===== config.mk =====
export PLATFORM = sky130hd
export DESIGN_NAME = tile_blitter
export DESIGN_NICKNAME = d
export VERILOG_FILES = /design/src/rtl/tile_blit_pkg.sv /design/src/rtl/tile_scan_counter.sv /design/src/rtl/tile_blitter.sv
export SDC_FILE = /design/constraint.sdc
export NUM_CORES = 1
export LEC_CHECK = 0
export CORE_ASPECT_RATIO = 0.5
export CORE_MARGIN = 2
export CORE_UTILIZATION = 54
export CTS_CLUSTER_SIZE = 16
export DETAILED_ROUTE_END_ITERATION = 8
export DONT_BUFFER_PORTS = 1
export PLACE_DENSITY = 0.69
export SLEW_MARGIN = 30
export SYNTH_ARGS = -nofsm -noshare
export SYNTH_HDL_FRONTEND = slang
export SYNTH_SLANG_ARGS = --single-unit
export TNS_END_PERCENT = 1

===== constraint.sdc =====
create_clock -name Clk -period 3.2 [get_ports Clk]
set_clock_uncertainty 0.2 [all_clocks]
set_input_delay 0.96 -clock Clk [delete_from_list [all_inputs] [get_ports Clk]]
set_output_delay 0.96 -clock Clk [all_outputs]
set_load 0.01 [all_outputs]

===== src/rtl/tile_blit_pkg.sv =====
// Shared types and constants for the tile blitter: FSM states, tile sizes,
// address widths, the latched request record and the sprite ROM address helper.
package tile_blit_pkg;

  typedef enum logic [1:0] {
    IDLE,
    RUN,
    FLUSH,
    DONE
  } blit_state_e;

  localparam int unsigned TILE_SMALL = 8;
  localparam int unsigned TILE_LARGE = 16;
  localparam int unsigned FB_AW      = 16;
  localparam int unsigned ROM_AW     = 14;
  localparam int unsigned CNT_W      = 4;
  localparam int unsigned SCR_W      = 8;
  localparam int unsigned SHEET_W    = 7;

  typedef struct packed {
    logic [SCR_W-1:0]   draw_x;
    logic [SCR_W-1:0]   draw_y;
    logic [SHEET_W-1:0] sprite_x;
    logic [SHEET_W-1:0] sprite_y;
    logic               is_8;
  } tile_req_t;

  // Sprite-sheet coordinates wrap modulo 128 in both axes.
  function automatic logic [ROM_AW-1:0] rom_addr_f(
    input logic [SHEET_W-1:0] sx,
    input logic [SHEET_W-1:0] sy,
    input logic [CNT_W-1:0]   row,
    input logic [CNT_W-1:0]   col
  );
    logic [SHEET_W-1:0] ax;
    logic [SHEET_W-1:0] ay;
    ax = sx + SHEET_W'(col);
    ay = sy + SHEET_W'(row);
    return {ay, ax};
  endfunction

endpackage


===== src/rtl/tile_scan_counter.sv =====
// Row-major row/col scan counter for 8x8 or 16x16 tiles, with clear,
// advance, look-ahead next position and a last-pixel flag.
module tile_scan_counter
  import tile_blit_pkg::*;
(
  input  logic             clk_i,
  input  logic             rst_i,
  input  logic             clr_i,
  input  logic             adv_i,
  input  logic             is_8_i,
  output logic [CNT_W-1:0] row_o,
  output logic [CNT_W-1:0] col_o,
  output logic [CNT_W-1:0] row_nxt_c,
  output logic [CNT_W-1:0] col_nxt_c,
  output logic             last_c
);

  logic [CNT_W-1:0] row_q, row_d;
  logic [CNT_W-1:0] col_q, col_d;
  logic [CNT_W-1:0] max_c;
  logic             col_end_c;

  always_comb begin
    max_c     = is_8_i ? CNT_W'(TILE_SMALL - 1) : CNT_W'(TILE_LARGE - 1);
    col_end_c = (col_q == max_c);
    last_c    = col_end_c && (row_q == max_c);
    col_d     = col_end_c ? '0 : col_q + CNT_W'(1);
    row_d     = col_end_c ? row_q + CNT_W'(1) : row_q;
  end

  always_ff @(posedge clk_i) begin
    if (rst_i || clr_i) begin
      row_q <= '0;
      col_q <= '0;
    end else if (adv_i) begin
      row_q <= row_d;
      col_q <= col_d;
    end
  end

  assign row_o     = row_q;
  assign col_o     = col_q;
  assign row_nxt_c = row_d;
  assign col_nxt_c = col_d;

endmodule


===== src/rtl/tile_blitter.sv =====
// Copies one 8x8/16x16 tile from the sprite ROM into the framebuffer, one pixel
// per cycle, with four-phase completion. Option: TILE_BLIT_TRANSPARENCY_EN.
module tile_blitter
  import tile_blit_pkg::*;
#(
  parameter int unsigned PIX_W = 4
) (
  input  logic               Clk,
  input  logic               RESET,
  input  logic               Draw_FB_EN,
  input  logic [SCR_W-1:0]   NewDrawX,
  input  logic [SCR_W-1:0]   NewDrawY,
  input  logic [SHEET_W-1:0] NewSpriteX,
  input  logic [SHEET_W-1:0] NewSpriteY,
  input  logic               is_8,
  output logic               Done_Draw_FB,
  output logic [ROM_AW-1:0]  rom_addr,
  input  logic [PIX_W-1:0]   rom_data,
  output logic               fb_we,
  output logic [FB_AW-1:0]   fb_addr,
  output logic [PIX_W-1:0]   fb_data
);

  blit_state_e       state_q;
  tile_req_t         req_q;
  logic [ROM_AW-1:0] rom_addr_q;
  logic [FB_AW-1:0]  fb_addr_q;
  logic              wr_q;
  logic              done_q;

  logic [CNT_W-1:0]  row_c, col_c, row_nxt_c, col_nxt_c;
  logic              last_c;
  logic [SCR_W:0]    sum_x_c, sum_y_c;
  logic              in_bounds_c;
  logic              pix_keep_c;

  tile_scan_counter u_scan (
    .clk_i     (Clk),
    .rst_i     (RESET),
    .clr_i     (state_q == IDLE),
    .adv_i     (state_q == RUN),
    .is_8_i    (req_q.is_8),
    .row_o     (row_c),
    .col_o     (col_c),
    .row_nxt_c (row_nxt_c),
    .col_nxt_c (col_nxt_c),
    .last_c    (last_c)
  );

  // Screen position of the pixel being issued; off-screen pixels are clipped.
  always_comb begin
    sum_x_c     = (SCR_W+1)'(req_q.draw_x) + (SCR_W+1)'(col_c);
    sum_y_c     = (SCR_W+1)'(req_q.draw_y) + (SCR_W+1)'(row_c);
    in_bounds_c = !sum_x_c[SCR_W] && !sum_y_c[SCR_W];
  end

  always_ff @(posedge Clk) begin
    if (RESET) begin
      state_q    <= IDLE;
      req_q      <= '0;
      rom_addr_q <= '0;
      fb_addr_q  <= '0;
      wr_q       <= 1'b0;
      done_q     <= 1'b0;
    end else begin
      wr_q <= 1'b0;
      case (state_q)
        IDLE: begin
          if (Draw_FB_EN) begin
            state_q    <= RUN;
            req_q      <= '{draw_x: NewDrawX, draw_y: NewDrawY,
                            sprite_x: NewSpriteX, sprite_y: NewSpriteY, is_8: is_8};
            rom_addr_q <= rom_addr_f(NewSpriteX, NewSpriteY, '0, '0);
          end
        end
        RUN: begin
          // ROM data for this pixel arrives next cycle, together with the write.
          wr_q      <= in_bounds_c;
          fb_addr_q <= {sum_y_c[SCR_W-1:0], sum_x_c[SCR_W-1:0]};
          if (last_c) begin
            state_q <= FLUSH;
          end else begin
            rom_addr_q <= rom_addr_f(req_q.sprite_x, req_q.sprite_y, row_nxt_c, col_nxt_c);
          end
        end
        FLUSH: begin
          state_q <= DONE;
          done_q  <= 1'b1;
        end
        DONE: begin
          if (!Draw_FB_EN) begin
            state_q <= IDLE;
            done_q  <= 1'b0;
          end
        end
        default: state_q <= IDLE;
      endcase
    end
  end

`ifdef TILE_BLIT_TRANSPARENCY_EN
  assign pix_keep_c = (rom_data != '0);
`else
  assign pix_keep_c = 1'b1;
`endif

  assign Done_Draw_FB = done_q;
  assign rom_addr     = rom_addr_q;
  assign fb_addr      = fb_addr_q;
  assign fb_we        = wr_q && pix_keep_c;
  assign fb_data      = fb_we ? rom_data : '0;

endmodule


# --- Yosys cells after proc, flatten, opt, wreduce, memory -nomap -nowiden ---
# Index checks and enable logic that the tools add are counted.
totals:
  register_bits: 73
  in_bits: 38
  output_inout_bits: 36
  word_cells: 54
classes:
  n_addsub: 6
  n_eq_ne: 9
  mux: 13
  n_bitwise: 1
  reduce_logical: 13
ops:
  columns: ["op", "n"]
  rows:
  - ["14-bit two-way mux", 2]
  - ["14-bit one-hot mux with 2 select lines", 1]
  - ["8-bit by 4-bit adder with 9-bit output", 2]
  - ["4-bit two-way mux", 4]
  - ["7-bit by 4-bit adder with 7-bit output", 2]
  - ["4-bit by 1-bit adder with 4-bit output, second input constant", 2]
  - ["4-bit == test", 2]
  - ["2-bit != test, second input constant", 4]
  - ["2-bit one-hot mux with 4 select lines", 1]
  - ["2-bit two-way mux", 3]
  - ["3-bit AND reduction", 2]
  - ["2-bit == test, second input constant", 2]
  - ["2-bit AND reduction", 2]
  - ["2-bit nonzero test", 2]
  - ["2-bit by 1-bit == test with 1-bit output, second input constant", 1]
  - ["1-bit logical AND", 2]
  - ["1-bit zero test", 2]
  - ["2-bit zero test", 1]
  - ["1-bit one-hot mux with 2 select lines", 1]
  - ["2-bit OR reduction", 1]
  - ["1-bit logical OR", 1]
  - ["1-bit two-way mux", 1]
  - ["1-bit NOT", 1]

# --- Longest topological paths before layout ---
logic_depth:
  depth_word: 6
  depth_mapped: 11
  depth_no_buf: 11

# --- By module ---
# From an unflattened synthesis, not the netlist that was laid out.
unflattened:
  cells_unflattened: 466
  area_unflattened_um2: 3856.2
by_module_without_submodules:
  columns: ["module", "n_inst", "cells_per_inst", "area_per_inst_um2", "seq_area_each_um2"]
  rows:
  - ["tile_blitter", 1, 403, 3313.2, 1301.2]
  - ["tile_scan_counter", 1, 63, 543.0, 160.2]

# --- Worst setup path after synthesis ---
# Ideal clock, no wire load.
synth_timing:
  path_kind: "register -> register"
  startpoint: "register u_scan.col_q[0], in the netlist u_scan.col_o[0]"
  endpoint: "register rom_addr_q[13], in the netlist rom_addr[13]"
  setup_time_ns: 0.059
  arrival_ns: 2.658
  required_time_ns: 2.941
  slack_ns: 0.283
  stages_incl_launch_ff: 11
  n_path_buf: 0
  period_less_slack_ns: 2.917
  path_cell_list: "dfxtp_1 -> ha_1 -> nand2_1 -> nor2_2 -> mux2_2 -> fa_1 -> a21o_1 -> o21ai_0 -> xor2_1 -> a2111oi_2 -> a31o_1"
synth_between:
  elab_chain_cells: 5
  word_cells_on_any_way: 8
  classes_between: "1 x add/sub; 2 x eq/ne; 3 x mux; 2 x reduce/logical"
synth_rtl:
  columns: ["item", "line_no", "rtl"]
  rows:
  - ["start, declared", "tile_scan_counter.sv:19", "logic [CNT_W-1:0] col_q, col_d;"]
  - ["start signal, assigned", "tile_scan_counter.sv:37", "col_q <= col_d;"]
  - ["4-bit == test", "tile_scan_counter.sv:25", "col_end_c = (col_q == max_c);"]
  - ["4-bit two-way mux", "tile_scan_counter.sv:28", "row_d = col_end_c ? row_q + CNT_W'(1) : row_q;"]
  - ["via row_nxt_c[1]", "tile_blitter.sv:31", "logic [CNT_W-1:0] row_c, col_c, row_nxt_c, col_nxt_c;"]
  - ["7-bit by 4-bit adder with 7-bit output", "tile_blit_pkg.sv:38", "ay = sy + SHEET_W'(row);"]
  - ["14-bit two-way mux", "tile_blitter.sv:80", "if (last_c) begin"]
  - ["14-bit one-hot mux with 2 select lines", "tile_blitter.sv:67", "case (state_q)"]
  - ["end signal, assigned", "tile_blitter.sv:73", "rom_addr_q <= rom_addr_f(NewSpriteX, NewSpriteY, '0, '0);"]
  - ["end signal, assigned", "tile_blitter.sv:83", "rom_addr_q <= rom_addr_f(req_q.sprite_x, req_q.sprite_y, row_nxt_c, col_nxt_c);"]
  - ["end, declared", "tile_blitter.sv:26", "logic [ROM_AW-1:0] rom_addr_q;"]
# The timed path passes the listed nets, and every way through them passes these cells. The select of a mux whose other input is x is not followed.
# A chain may end at the register's enable or synchronous reset.

# --- Final worst setup path ---
# Ends and elaborated chain as after synthesis.

==> metrics.md <==
| Metric | Value |
|---|---|
| Status | complete, no violations |
| Met3 Wirelength | 554 um |
| Vias in the first global route | around 2900 |
| Critical path startpoint | u_scan.col_o[0] |
| Worst Path Max Fanout | 6 |
| Die ar. | slightly below 0.008 mm^2 |
| M1 wire length | 4324 um |
| GRT Total Usage | between 20% and 30% |
| N_diodes | 0 |
| Cts bufs inserted | 9 |
| Final Wtd Congestion | 0.9207 |
| Worst vdd ir | 322.1 uV |
| Synth area leaders | dfxtp_1, nand2_1, ha_1 |
| Final Worst Setup Slack | 228.0 ps |
| Leakage | approximately 1.6 nW |
| R2R Path End | rom_addr[13] |
| Number of port buffers | 0 |
| Final Max Tran Viols | 0 |
| Initial core utilization | 56.08% |
| Async set-reset flop share out of synthesis | 0% |
| Reg2Reg Depth | 10 |
| Biggest area consumer among synthesized cells | dfxtp_1 |
| Die width | 122.2 um |
| Post-DR vias/cell | around 5.5 |
| Remaining DRCs | 0 |
| EDFF count, synth | 0 |
| Top Layer Used | met4 |
| Crit path DAT | 3050 ps |
| Worst setup EP type | flop |
| Post-synthesis mux area share | 4.279% |
| Maxcap violations | 0 |
| Post-synth net total | 517 |
| Largest net degree at the start of global routing | 66 |
| FF+latch count, synth | 73 |
| Core Rows | 21 |
| Placed Area | approximately 0.0038 mm^2 |
| Initial antenna violation count | 0 |
| Ys Warns | 0 |
| Simple-Gate Fraction of Synth Area | between 10% and 20% |
| Largest family of logic cells by synthesized area | simple AND/OR/NAND/NOR gates |
| Reg-to-reg critical path startpoint | u_scan.col_o[0] |
| First-pass GRT wire length | between 10000 and 15000 um |
| Post-Synth XOR/XNOR Area | 6.932% |
| Synth cell count leaders | nand2_1, dfxtp_1, a21oi_1 |
| Seq/Total Area, Yosys | 38.74% |
| Share of the synthesized area in the top cell type | 38.74% |
| Drt wl/cell | around 16 um |
| Setup violations, final | 0 |
| Crit share post-route | 92.88% |
| Setup crit start kind | flop |
| Antenna Nets Post-Route | 0 |
| Share of cells above drive strength 1 | 7.965% |
| Pwr/cell area | 825.5 mW/mm^2 |
| Vias | 2987 |
| HPWL Detailed | a little over 6000 um |
| Wire length on met2 | approximately 3600 um |
| Drt total wl | 8557 um |
| Area delta synth->final | 9.386% |
| Slew margin rel. | 68.34% |
| DR iter-0 viols | 165 |
| H-tree Lvls | 3 |
| Netlist cell types | 47 |
| Final TNS setup | 0 ps |
| DP Worst Slack | about 120 ps |
| Worst slew pin tran | around 470 ps |
| Clk_lat worst skew | between 300 and 400 ps |
| Post-Syn Area | roughly 0.0038 mm^2 |
| CTS tree | yes |
| Die span in y | around 63 um |
| WHS | 256.3 ps |
| Cell count after synthesis | 453 |
| Compound-Gate Fraction of Synth Area | 17.21% |
| Peak Freq | 0.3365 GHz |
| Clock sink total | 73 |
| Top_reg_cell synth | dfxtp_1 |
| Clock transition at path regs | 50 ps |
| DR pass1 iterations | 4 |
| Final Hold Fails | 0 |
| IO Count | between 70 and 80 |
| GRT Residual Overflow | 0 |
| Final worst path period need | between 2000 and 3000 ps |
| Max Buffers Root-to-Sink | 2 |
| Reg2Reg Setup Slack | 230 ps |
| Syn Area/Cell | 8.328 um^2 |
| HP Class | flop to flop |
| Post-synthesis adder-cell area fraction | 9.420% |
| Fill cells | 613 |
| Post-layout nets | 513 |
| Core box area | roughly 0.0067 mm^2 |
| WP data required | 3280 ps |
| Post-layout instance area | 0.004126 mm^2 |
| RSZ-0062 raised after global routing | false |
| CP endpoint | rom_addr[13] |
| Count leader, synth | nand2_1 |
| Clock root cell | clkbuf_16 |
| Type of the worst setup path | flop to flop |
==> cell families (layout without fill, tap and decap cells) <==
logic type               Yosys count  after routing
flip-flops                        73             73
multiplexers                      16             16
adder cells (fa/ha/maj)           26             26
AND/OR/NAND/NOR                  161            161
AO/OA/AOI/OAI                    103            103
buffers and inverters             45             44
XOR/XNOR                          29             29
==> where the power goes <==
group	switching, W	internal [W]	leakage, nW	total, W
Clock	0.000363	0.000558	0.127	0.000920
Sequential	0.000237	0.00114	0.599	0.00138
Combinational	0.000671	0.000439	0.913	0.00111
==> how the worst min path moves through the flow <==
stage	startpoint	end	slack (ps)	cells past startpoint
final	req_q[17]	req_q[17]	260	2
after global routing	req_q[18]	req_q[18]	280	2
after CTS	req_q[17]	req_q[17]	260	2
after detailed placement	req_q[17]	req_q[17]	250	2
after global placement	req_q[8]	req_q[8]	250	2
after floorplan	req_q[10]	req_q[10]	240	2
==> critical path: stages (launching register included) <==
cell and delay [ps]:
dfxtp_2 370, ha_2 220, nand2_1 110, nor2_4 160
mux2_2 390, fa_1 450, a21o_1 210, o21ai_0 180
xor2_1 110, a2111oi_2 350, a31o_1 140
==> timing repair <==
item	CTS	global route
resized for setup	0	4
setup endpoints to repair	0	1
buffers inserted	0	0
hold buffers	0	0
==> metrics by stage <==
step                cells  util (%)  power [W]
floorplan             453         -   0.002253
global placement      530     57.16   0.002465
detailed placement    530     57.16   0.002503
CTS                   544     61.20   0.003425
global route          544     61.35   0.003646
finish                544     61.35   0.003406
==> per-layer routing <==
metal  global-route usage [%]  up-vias
met5                        0        -
li1                         -     1528
met3                    8.514        8
met4                    5.603        0
met1                    32.85     1370
met2                    35.07       81
==> placed cells by master (no fill, tap or decap), drive strengths merged, types with 2 or more instances in the layout <==
| master | netlist | routed |
|---|---|---|
| a2111oi | 2 | 2 |
| a211oi | 18 | 18 |
| a21o | 4 | 4 |
| a21oi | 51 | 51 |
| a22oi | 2 | 2 |
| a311oi | 2 | 2 |
| a31o | 2 | 2 |
| and2 | 5 | 5 |
| buf | 8 | 8 |
| clkbuf | 15 | 12 |
| clkinvlp | 0 | 2 |
| dfxtp | 73 | 73 |
| fa | 4 | 4 |
| ha | 22 | 22 |
| inv | 21 | 21 |
| mux2i | 15 | 15 |
| nand2 | 80 | 80 |
| nand3 | 6 | 6 |
| nand4 | 2 | 2 |
| nor2 | 46 | 46 |
| nor2b | 5 | 5 |
| nor3 | 9 | 9 |
| o21ai | 12 | 12 |
| o22ai | 4 | 4 |
| or3 | 3 | 3 |
| xnor2 | 12 | 12 |
| xor2 | 17 | 17 |
==> cell type report <==
type	count	area [um^2]	share of cell area [%]
clock buffer	12	256.5	6.216
clock inverter	2	15.01	0.3639
inverter	22	82.58	2.001
multi-input combinational	335	2133	51.70
sequential	73	1464	35.48
tap	92	115.1	2.790
timing repair buffer	8	60.06	1.455
==> flip-flops by register name, summed over array words and instances (netlist names) <==
name	count
req_q	31
fb_addr	16
Done_Draw_FB	1
u_scan.col_o	4
state_q	2
fb_we	1
rom_addr	14
u_scan.row_o	4
(Power assumes the default switching activity.)
